--- src/rtl/nanorv32_pmux_pkg.sv ---
// Shared constants for the port A pin multiplexer: register map, SEL encodings
// and EVT field offsets.
package nanorv32_pmux_pkg;

    localparam logic [4:0] ADDR_SEL     = 5'h00;
    localparam logic [4:0] ADDR_FILT_EN = 5'h04;
    localparam logic [4:0] ADDR_IRQ_EN  = 5'h08;
    localparam logic [4:0] ADDR_EVT     = 5'h0C;
    localparam logic [4:0] ADDR_PIN     = 5'h10;

    localparam logic [1:0] PMUX_FUNC0 = 2'd0;
    localparam logic [1:0] PMUX_FUNC1 = 2'd1;
    localparam logic [1:0] PMUX_FUNC2 = 2'd2;
    localparam logic [1:0] PMUX_DIS   = 2'd3;

    localparam int EVT_RISE_OFS = 0;
    localparam int EVT_FALL_OFS = 16;

endpackage

--- src/rtl/nanorv32_pmux_filt.sv ---
// One port A input pin: two-flop synchroniser, optional glitch filter and
// rise/fall pulses that line up with the edge on which filt changes.
module nanorv32_pmux_filt #(
    parameter int FILT_LEN = 8
) (
    input  logic clk_in,
    input  logic rst_n,
    input  logic pad_din,
    input  logic filt_en,
    output logic filt,
    output logic rise,
    output logic fall
);

    localparam int CW = $clog2(FILT_LEN);
    localparam logic [CW-1:0] CNT_LAST = CW'(FILT_LEN - 1);

    logic          sync1;
    logic          sync2;
    logic          filt_en_q;
    logic          filt_next;
    logic [CW-1:0] cnt;
    logic [CW-1:0] cnt_next;

    // A change of filt_en restarts the count and holds filt for that cycle.
    always_comb begin
        filt_next = filt;
        cnt_next  = '0;
        if (filt_en == filt_en_q) begin
            if (!filt_en) begin
                filt_next = sync2;
            end else if (sync2 != filt) begin
                if (cnt == CNT_LAST) begin
                    filt_next = sync2;
                end else begin
                    cnt_next = cnt + 1'b1;
                end
            end
        end
    end

    assign rise = ~filt & filt_next;
    assign fall = filt & ~filt_next;

    always_ff @(posedge clk_in) begin
        if (!rst_n) begin
            sync1     <= 1'b0;
            sync2     <= 1'b0;
            filt      <= 1'b0;
            cnt       <= '0;
            filt_en_q <= 1'b0;
        end else begin
            sync1     <= pad_din;
            sync2     <= sync1;
            filt      <= filt_next;
            cnt       <= cnt_next;
            filt_en_q <= filt_en;
        end
    end

endmodule

--- src/rtl/nanorv32_pmux.sv ---
// Port A pin multiplexer: register file, per-pin function mux towards the pad
// ring, per-pin input filters, sticky edge events and the masked interrupt.
module nanorv32_pmux
    import nanorv32_pmux_pkg::*;
#(
    parameter int CHIP_PORT_A_WIDTH = 16,
    parameter int FILT_LEN          = 8
) (
    input  logic                           clk_in,
    input  logic                           rst_n,
    input  logic                           reg_sel,
    input  logic                           reg_wr,
    input  logic [4:0]                     reg_addr,
    input  logic [31:0]                    reg_wdata,
    output logic [31:0]                    reg_rdata,
    output logic                           reg_ready,
    input  logic [3*CHIP_PORT_A_WIDTH-1:0] func_dout,
    input  logic [3*CHIP_PORT_A_WIDTH-1:0] func_oe,
    output logic [CHIP_PORT_A_WIDTH-1:0]   pmux_func_din,
    output logic [CHIP_PORT_A_WIDTH-1:0]   pmux_pad_dout,
    output logic [CHIP_PORT_A_WIDTH-1:0]   pmux_pad_oe,
    output logic [CHIP_PORT_A_WIDTH-1:0]   pmux_pad_ie,
    input  logic [CHIP_PORT_A_WIDTH-1:0]   pad_pmux_din,
    output logic                           pmux_irq
);

    localparam int W = CHIP_PORT_A_WIDTH;

    logic [2*W-1:0] sel_q;
    logic [W-1:0]   filt_en_q;
    logic [W-1:0]   irq_en_q;
    logic [W-1:0]   evt_rise_q;
    logic [W-1:0]   evt_fall_q;
    logic [W-1:0]   filt;
    logic [W-1:0]   rise;
    logic [W-1:0]   fall;
    logic [W-1:0]   clr_rise;
    logic [W-1:0]   clr_fall;
    logic           access;
    logic           wr_en;
    logic           rd_en;
    logic [31:0]    rdata_next;

    // A strobe seen while ready is still high belongs to the finished access.
    assign access = reg_sel & ~reg_ready;
    assign wr_en  = access & reg_wr;
    assign rd_en  = access & ~reg_wr;

    assign clr_rise = (wr_en && reg_addr == ADDR_EVT) ? reg_wdata[EVT_RISE_OFS +: W] : '0;
    assign clr_fall = (wr_en && reg_addr == ADDR_EVT) ? reg_wdata[EVT_FALL_OFS +: W] : '0;

    always_comb begin
        rdata_next = '0;
        case (reg_addr)
            ADDR_SEL:     rdata_next[2*W-1:0] = sel_q;
            ADDR_FILT_EN: rdata_next[W-1:0]   = filt_en_q;
            ADDR_IRQ_EN:  rdata_next[W-1:0]   = irq_en_q;
            ADDR_EVT: begin
                rdata_next[EVT_RISE_OFS +: W] = evt_rise_q;
                rdata_next[EVT_FALL_OFS +: W] = evt_fall_q;
            end
            ADDR_PIN:     rdata_next[W-1:0]   = filt;
            default:      rdata_next          = '0;
        endcase
    end

    // New events are OR-ed in after the clear so a coincident set survives.
    always_ff @(posedge clk_in) begin
        if (!rst_n) begin
            sel_q      <= '0;
            filt_en_q  <= '0;
            irq_en_q   <= '0;
            evt_rise_q <= '0;
            evt_fall_q <= '0;
            reg_rdata  <= '0;
            reg_ready  <= 1'b0;
            pmux_irq   <= 1'b0;
        end else begin
            reg_ready <= access;
            if (rd_en) begin
                reg_rdata <= rdata_next;
            end
            if (wr_en) begin
                case (reg_addr)
                    ADDR_SEL:     sel_q     <= reg_wdata[2*W-1:0];
                    ADDR_FILT_EN: filt_en_q <= reg_wdata[W-1:0];
                    ADDR_IRQ_EN:  irq_en_q  <= reg_wdata[W-1:0];
                    default:      ;
                endcase
            end
            evt_rise_q <= (evt_rise_q & ~clr_rise) | rise;
            evt_fall_q <= (evt_fall_q & ~clr_fall) | fall;
            pmux_irq   <= |((evt_rise_q | evt_fall_q) & irq_en_q);
        end
    end

    for (genvar i = 0; i < W; i++) begin : g_pin
        logic [1:0] s;
        assign s = sel_q[2*i +: 2];

        assign pmux_pad_dout[i] = (s == PMUX_FUNC0) ? func_dout[i]     :
                                  (s == PMUX_FUNC1) ? func_dout[W+i]   :
                                  (s == PMUX_FUNC2) ? func_dout[2*W+i] : 1'b0;
        assign pmux_pad_oe[i]   = (s == PMUX_FUNC0) ? func_oe[i]       :
                                  (s == PMUX_FUNC1) ? func_oe[W+i]     :
                                  (s == PMUX_FUNC2) ? func_oe[2*W+i]   : 1'b0;
        assign pmux_pad_ie[i]   = (s != PMUX_DIS);

        nanorv32_pmux_filt #(
            .FILT_LEN (FILT_LEN)
        ) u_filt (
            .clk_in  (clk_in),
            .rst_n   (rst_n),
            .pad_din (pad_pmux_din[i]),
            .filt_en (filt_en_q[i]),
            .filt    (filt[i]),
            .rise    (rise[i]),
            .fall    (fall[i])
        );
    end

    assign pmux_func_din = filt;

endmodule
--- config.mk ---
export PLATFORM = sky130hd
export DESIGN_NAME = nanorv32_pmux
export DESIGN_NICKNAME = d
export VERILOG_FILES = /design/src/rtl/nanorv32_pmux_pkg.sv /design/src/rtl/nanorv32_pmux_filt.sv /design/src/rtl/nanorv32_pmux.sv
export SDC_FILE = /design/constraint.sdc
export NUM_CORES = 1
export LEC_CHECK = 0
export ABC_CLOCK_PERIOD_IN_PS = 2000
export CORE_ASPECT_RATIO = 0.6
export CORE_MARGIN = 5
export CORE_UTILIZATION = 45
export CTS_CLUSTER_DIAMETER = 100
export DETAILED_ROUTE_END_ITERATION = 6
export PLACE_DENSITY_LB_ADDON = 0.15
export SLEW_MARGIN = 25
export SYNTH_ARGS = -nofsm -noshare
export SYNTH_HDL_FRONTEND = slang
export SYNTH_SLANG_ARGS = --single-unit
--- constraint.sdc ---
create_clock -name clk_in -period 2 [get_ports clk_in]
set_clock_uncertainty 0.15 [all_clocks]
set_input_delay 0.4 -clock clk_in [delete_from_list [all_inputs] [get_ports clk_in]]
set_output_delay 0.4 -clock clk_in [all_outputs]
set_load 0.01 [all_outputs]
==> metrics.yaml <==
power-per-cell-area_nw_per_um2: 726
postRouteWirelength_mm: 33.7
number_of_flip_flops_and_latches_in_the_synthesized_netlist: 242
area_growth_syn_to_layout_pct: 39.1
vias: 9681
routabilityCongestion: 0.869
drt-vias-per-instance: 5.41
wl_per_cell_um: 18.8
leakagePower_nw: 6.14
floorplan.die.height_um: 128
critical-path-max-stage-delay_ns: 0.55
slew_headroom: 0.604
grt_setup_unrepaired: "no"
track_usage: 0.242
path_cells: "clkdlybuf4s50_1"
antenna_found_initial: 0
grt_pass1_wl_mm: 52.4
crit_path_start_kind: "register"
post_cts_hold_buffer_count: 0
clkSinkCount: 242
cpLargestDelayFamily: "buffers and inverters"
crit_path_top_delay_cell: "sky130_fd_sc_hd__clkdlybuf4s50_1"
die_area_um2: 26600
worst-slew-pin-transition_ns: 0.588
final.period_utilization: 0.986
timing_hold_violations_final: 0
fp.coreArea_um2: 23000
synthesis.yosys.warnings: 0
root_buffer: "sky130_fd_sc_hd__clkbuf_16"
worstPathArrival_ns: 1.42
clkLatencyLatePin_ns: 0.53
cts-buffers-inserted: 24
report.final.slew_viol_count: 0
mappedNetlistArea_um2: 10500
synthDistinctLibCells: 40
mappedNetlistNets: 1375
end_kind: "output port"
gr-total-overflow: 0
floorplan.die.width_um: 207
period_needed_ns: 1.97
timing.rr.start: "reg_ready$_SDFF_PN0_"
drv.max_cap_violation_count: 0
grt_max_degree: 66
syn_inst: 1190
timing_worst_setup_path_type: "reg2out"
final_ws_setup_ns: 0.0286
timing.reg2reg.setup_slack_ns: 0.14
worst_hold_path.endpoint: "g_pin[7].u_filt.filt_en_q$_SDFF_PN0_"
worst-path-buf-inv: 1
first_global_vias: 9488
whs_path_depth: 3
cts_max_level: 1
final_design_area_no_fill_um2: 14600
hp-class: "in2reg"
cp_max_fo: 2
regToRegEndpoint: "reg_rdata[7]$_SDFFE_PN0P_"
firstDrtPassIters: 7
failed_checks: "design-rule violations"
layout.cells.most_common: "sky130_fd_sc_hd__nand2_1"
detailedPlace.worstSlack_ns: -0.586
max_clock_freq_mhz: 507
postPlaceCellArea_um2: 13800
synth.avg_cell_area_um2: 8.84
final-setup-viol-count: 0
final_cell_mix: "sky130_fd_sc_hd__nand2_1, sky130_fd_sc_hd__dfxtp_1, sky130_fd_sc_hd__clkdlybuf4s50_1"
synth-seq-area-share: 0.461
ir_drop_uv: 556
number_of_cell_rows: 43
cts.reportedPaths.clkPinSlew_ns: 0.07
final_antenna_net_count: 0
drt_iter0_markers: 810
status: "finished, violations left"
holdCritStartpoint: "rst_n"
cts_tree: "done"
r2r_worst_path_depth: 4
place_hpwl_mm: 25.2
cp_data_required_time_ns: 1.45
top_level_ports: 251
start_util: 0.457
bufs_on_longest_clock_path: 3
nNetsFinal: 1644
place.port_buffers: 250
antennaDiodeCount: 0
drive_above_1_share: 0.153
drt_drc_violations_left: 4
## routing by layer
metal	GRT usage	share of wire	vias to the layer above
met5	0	0	-
li1	-	-	4682
met2	0.380	0.44	412
met4	0.0521	0.016	0
met1	0.341	0.45	4540
met3	0.0634	0.096	47
## cell usage after synthesis
library cell	number	area (um2)
sky130_fd_sc_hd__o21a_1	3	22.5
sky130_fd_sc_hd__nand4_1	4	25.0
sky130_fd_sc_hd__nor2_8	1	20.0
sky130_fd_sc_hd__buf_8	1	15.0
sky130_fd_sc_hd__buf_4	18	135
sky130_fd_sc_hd__nand3_1	20	100
sky130_fd_sc_hd__a222oi_1	12	120
sky130_fd_sc_hd__nor2_1	36	135
sky130_fd_sc_hd__nor3_1	2	10.0
sky130_fd_sc_hd__mux2i_1	52	521
sky130_fd_sc_hd__buf_1	1	3.75
sky130_fd_sc_hd__a32o_1	33	330
sky130_fd_sc_hd__a221oi_1	27	236
sky130_fd_sc_hd__a21oi_1	64	320
sky130_fd_sc_hd__inv_2	1	3.75
sky130_fd_sc_hd__a22oi_1	15	113
sky130_fd_sc_hd__dfxtp_1	242	4840
sky130_fd_sc_hd__a32oi_1	1	8.76
sky130_fd_sc_hd__nor3b_1	1	7.51
sky130_fd_sc_hd__a22o_1	12	105
sky130_fd_sc_hd__clkbuf_1	57	214
sky130_fd_sc_hd__and3_1	3	18.8
sky130_fd_sc_hd__a221oi_2	4	60.1
sky130_fd_sc_hd__mux2_2	1	11.3
sky130_fd_sc_hd__or4b_1	1	10.0
sky130_fd_sc_hd__nor4_1	2	12.5
sky130_fd_sc_hd__or3b_2	1	8.76
sky130_fd_sc_hd__buf_2	16	80.1
sky130_fd_sc_hd__and2_1	81	507
sky130_fd_sc_hd__o2111a_1	16	180
sky130_fd_sc_hd__o21ai_0	82	410
sky130_fd_sc_hd__a31o_2	3	26.3
sky130_fd_sc_hd__inv_1	33	124
sky130_fd_sc_hd__nand2_1	239	897
sky130_fd_sc_hd__ha_1	32	400
sky130_fd_sc_hd__nor2b_1	66	413
sky130_fd_sc_hd__and2b_1	1	7.51
sky130_fd_sc_hd__and3b_1	4	35.0
sky130_fd_sc_hd__nor3b_2	1	12.5
sky130_fd_sc_hd__and4_1	1	8.76
## state kept, by name, summed over array words and instances, names as in the netlist
register,count
g_pin.u_filt.cnt,48
reg_rdata,32
sel_q,32
evt_fall_q,16
evt_rise_q,16
filt_en_q,16
g_pin.u_filt.filt,16
g_pin.u_filt.filt_en_q,16
g_pin.u_filt.sync1,16
g_pin.u_filt.sync2,16
irq_en_q,16
pmux_irq,1
reg_ready,1
## power breakdown
group          switching [mW]  internal (mW)  total (mW)
Sequential             0.0778           4.89        4.97
Combinational           0.392          0.505       0.897
Clock                    1.93           2.83        4.75
Total                    2.40           8.22        10.6
## how the worst max path moves through the flow
stage,start,end,cells after the start
5_1_grt,sel_q[16]$_SDFFE_PN0P_,pmux_pad_oe[8],4
2_1_floorplan,reg_wr,reg_rdata[10]$_SDFFE_PN0P_,5
3_3_place_gp,reg_addr[1],reg_rdata[4]$_SDFFE_PN0P_,6
3_5_place_dp,reg_addr[1],reg_rdata[7]$_SDFFE_PN0P_,6
4_1_cts,sel_q[26]$_SDFFE_PN0P_,pmux_pad_dout[13],4
6_report,reg_rdata[26]$_SDFFE_PN0P_,reg_rdata[26],1
## per-stage QoR
| step | instances | utilization | TNS [ns] | power [mW] | hold slack [ns] |
|---|---|---|---|---|---|
| 4_1_cts | 1790 | 0.640 | 0 | 10.7 | 0.0846 |
| 3_5_place_dp | 1740 | 0.598 | -46.87 | 6.03 | 0.263 |
| 5_1_grt | 1790 | 0.635 | 0 | 10.9 | 0.0964 |
| 2_1_floorplan | 1190 | - | 0 | 5.39 | 0.248 |
| 6_report | 1790 | 0.635 | 0 | 10.6 | 0.0992 |
| 3_3_place_gp | 1740 | 0.598 | -43.62 | 6.02 | 0.257 |
## final cells by class
class / count / area, um2
clock inverters: 9 / 143
multi-input cells: 821 / 5170
clock buffers: 33 / 694
inverters: 34 / 128
flip-flops and latches: 242 / 4940
fillers: 2033 / 8400
repair buffers: 336 / 3160
well taps: 315 / 394
## logic make-up (layout without fill, tap and decap cells)
family,count (synthesis),in the layout,share of synthesized area
AO/OA/AOI/OAI,272,272,0.184
adder cells (fa/ha/maj),32,32,0.0381
buffers and inverters,127,412,0.0547
flip-flops,242,242,0.461
multiplexers,53,53,0.0506
AND/OR/NAND/NOR,464,464,0.212
## timing repair
item	in CTS	in global routing
hold endpoints to repair	0	0
setup endpoints to repair	85	35
resized for setup	222	50
setup buffers	8	0
pin swaps	0	1
cloned	0	0
(Power assumes the default switching activity.)
==> patch, RTL diff (same flow settings) <==
Remove the register `pmux_irq`: a continuous assignment takes its place, so the output `pmux_irq` follows one clock earlier.
--- a/src/rtl/nanorv32_pmux.sv
+++ b/src/rtl/nanorv32_pmux.sv
@@ -76,3 +76,2 @@
             reg_ready  <= 1'b0;
-            pmux_irq   <= 1'b0;
         end else begin
@@ -92,5 +91,6 @@
             evt_fall_q <= (evt_fall_q & ~clr_fall) | fall;
-            pmux_irq   <= |((evt_rise_q | evt_fall_q) & irq_en_q);
         end
     end
+
+    assign pmux_irq = |((evt_rise_q | evt_fall_q) & irq_en_q);
 
Function: changed (a bounded check fails within 4 cycles, from zero or initial values and one cycle with rst_n low).
==> patch against the unedited design <==
The flow finishes with violations (negative setup slack); area after synthesis rose by 1.4%; die area rose by 1.3%; routed wire length rose by 0.18%; power fell by 3.5%; synthesized cell count rose by 1.2%; design area rose by 3.7%; via count rose by 0.45%; worst setup slack got worse by 440 ps; worst hold slack improved by 56 ps; sequential cell count fell by 1.
==> patch: results (changes against the unedited design) <==
metric;value;unit;change
R2R cell count;6;;+2
Filler cells;1950;;-4.1%
crit-path leading delay family;simple AND/OR/NAND/NOR gates;;
reg2reg end;reg_rdata[0]$_SDFFE_PN0P_;;
Yosys warning count;0;;unchanged
share of post-route cells with drive strength above 1;0.182;;+0.0293
CP peak stage delay;520;ps;-30 ps
clock root buffer;clkbuf_16;;
register area share after synthesis;0.453;;-0.00810
routability cong.;0.901;;+3.7%
DR iter-0 viols;700;;-14%
final wirelength;33800;um;+0.18%
met1 WL;16300;um;+6.8%
H-tree Lvls;1;;unchanged
leakage;0.00663;uW;+8.0%
critical path peak fanout;2;;unchanged
CTS Buf Count;22;;-8.3%
# port buffers;250;;unchanged
Peak VDD IR;0.586;mV;+5.5%
final hold slack;155;ps;+56.3 ps
GRT Overall Usage;0.240;;-0.00221
Final setup viols;2;;+2
setup ws final;-410;ps;-438 ps
first-pass GRT wire length;52600;um;+0.38%
status;finished with violations;;
initial antenna violation count;1;;+1
failing checks;negative setup slack;;
Synth Flop Type;dfxtp_1;;
DR top layer;met5;;
dominant cells by area after synthesis;dfxtp_1 (45%), nand2_1 (7.9%), mux2i_1 (7.3%), and2_1 (4.9%), o21ai_0 (4.5%);;
Worst Hold Depth;3;;unchanged
vias in the first global route;9455;;-0.35%
Sw Ratio;0.226;;about the same
FF-to-FF Start;reg_ready$_SDFF_PN0_;;
crit path launch;evt_rise_q[15]$_SDFF_PN0_;;
r2r setup slk;150;ps;
vias;9725;;+0.45%
worst hold path type;in2reg;;
largest net degree at the start of global routing;29;;-56%
TritonRoute pass-1 iters;5;;-2
ANT cells;0;;unchanged
slew margin rel.;0.571;;-0.0326
CP max-delay cell;or4_4;;
Largest regs;g_pin.u_filt.cnt x48, reg_rdata x32, sel_q x32;;
Yosys cell types;39;;-2.5%
Max Root-Sink Buffers;3;;unchanged
WL met3;2340;um;-28%
worst hold endpoint;reg_rdata[1]$_SDFFE_PN0P_;;
Met2 Wirelength;14600;um;-0.69%
Layout Nets;1724;;+4.9%
HP Start;rst_n;;
synth cell count leaders;dfxtp_1 (241), nand2_1 (223), o21ai_0 (95);;
CTS clock-pin slew for the worst setup and hold paths;70;ps;about the same
Clk Latency, worst-skew pair;510;ps;-20 ps
HPWL Detailed;25500;um;+1.0%
Net Count, Synth;1389;;+1.0%
## patch: cell count changes in the layout (fill, tap and decap cells not counted), sizes merged, moves of 16 or more
cell	change
a21boi	+64
buf	+50
nor2b	-34
a32o	-33
a41o	+32
mux2i	+26
dlygate4sd2	-19
nor2	-18
nor4b	+17
a21oi	-16
nand2	-16
o2111a	-16
xnor2	+16
## patch: power groups by stage
stage               Sequential (uW)  Combinational (uW)  Clock [uW]
floorplan                      5060                 352           0
global placement               5070                1010           0
detailed placement             5070                1020           0
CTS                            4940                1010        4370
global route                   4940                1070        4580
finish                         4940                1000        4310
## patch: cells by family (layout without fill, tap and decap cells)
kind of cell | Yosys count | in the layout | synth area share
AO/OA/AOI/OAI | 275 | 275 | 0.168
adder cells (fa/ha/maj) | 32 | 32 | 0.0376
multiplexers | 78 | 78 | 0.0733
AND/OR/NAND/NOR | 428 | 428 | 0.198
XOR/XNOR | 16 | 16 | 0.0131
flip-flops | 241 | 241 | 0.453
buffers and inverters | 134 | 481 | 0.0576
## patch: timing repair
item,CTS,global route
buffers inserted,10,3
gates resized for setup,197,90
gates cloned,1,0
pin swaps,9,6
endpoints found under the setup margin,117,94
## patch: worst max-delay path by stage
| stage | cells after the start | slack (ps) | endpoint |
|---|---|---|---|
| 2_1_floorplan | 7 | -110 | evt_fall_q[0]$_SDFF_PN0_ |
| 3_3_place_gp | 8 | -570 | reg_rdata[29]$_SDFFE_PN0P_ |
| 3_5_place_dp | 6 | -600 | evt_fall_q[0]$_SDFF_PN0_ |
| 4_1_cts | 5 | -430 | pmux_irq |
| 5_1_grt | 5 | -470 | pmux_irq |
| 6_report | 5 | -410 | pmux_irq |
## patch: tightest hold or removal path, stage by stage
cell and delay, ps:
buf_4 210, o21ai_0 110, a21oi_1 40
## patch: final cells by class
type | count | area share
clock buffer | 29 | 0.0421
clock inverter | 7 | 0.00577
inverter | 49 | 0.0121
multi-input combinational | 829 | 0.351
sequential | 241 | 0.325
tap | 315 | 0.0260
timing repair buffer | 396 | 0.239
## patch: layer usage
layer | up-vias | track usage
met5 | - | 0
met4 | 2 | 0.0403
met3 | 49 | 0.0479
met2 | 321 | 0.374
met1 | 4544 | 0.353
li1 | 4809 | -
## patch: through the flow
| step | area, um2 | total power, uW | instances | setup slack [ps] | TNS [ps] |
|---|---|---|---|---|---|
| after floorplan | 10700 | 5410 | 1204 | -105 | -3150 |
| after global placement | 14300 | 6070 | 1820 | -571 | -64930 |
| after detailed placement | 14300 | 6080 | 1820 | -599 | -70070 |
| after CTS | 15100 | 10300 | 1864 | -428 | -508 |
| after global routing | 15200 | 10600 | 1866 | -469 | -644 |
| final | 15200 | 10200 | 1866 | -410 | -435 |
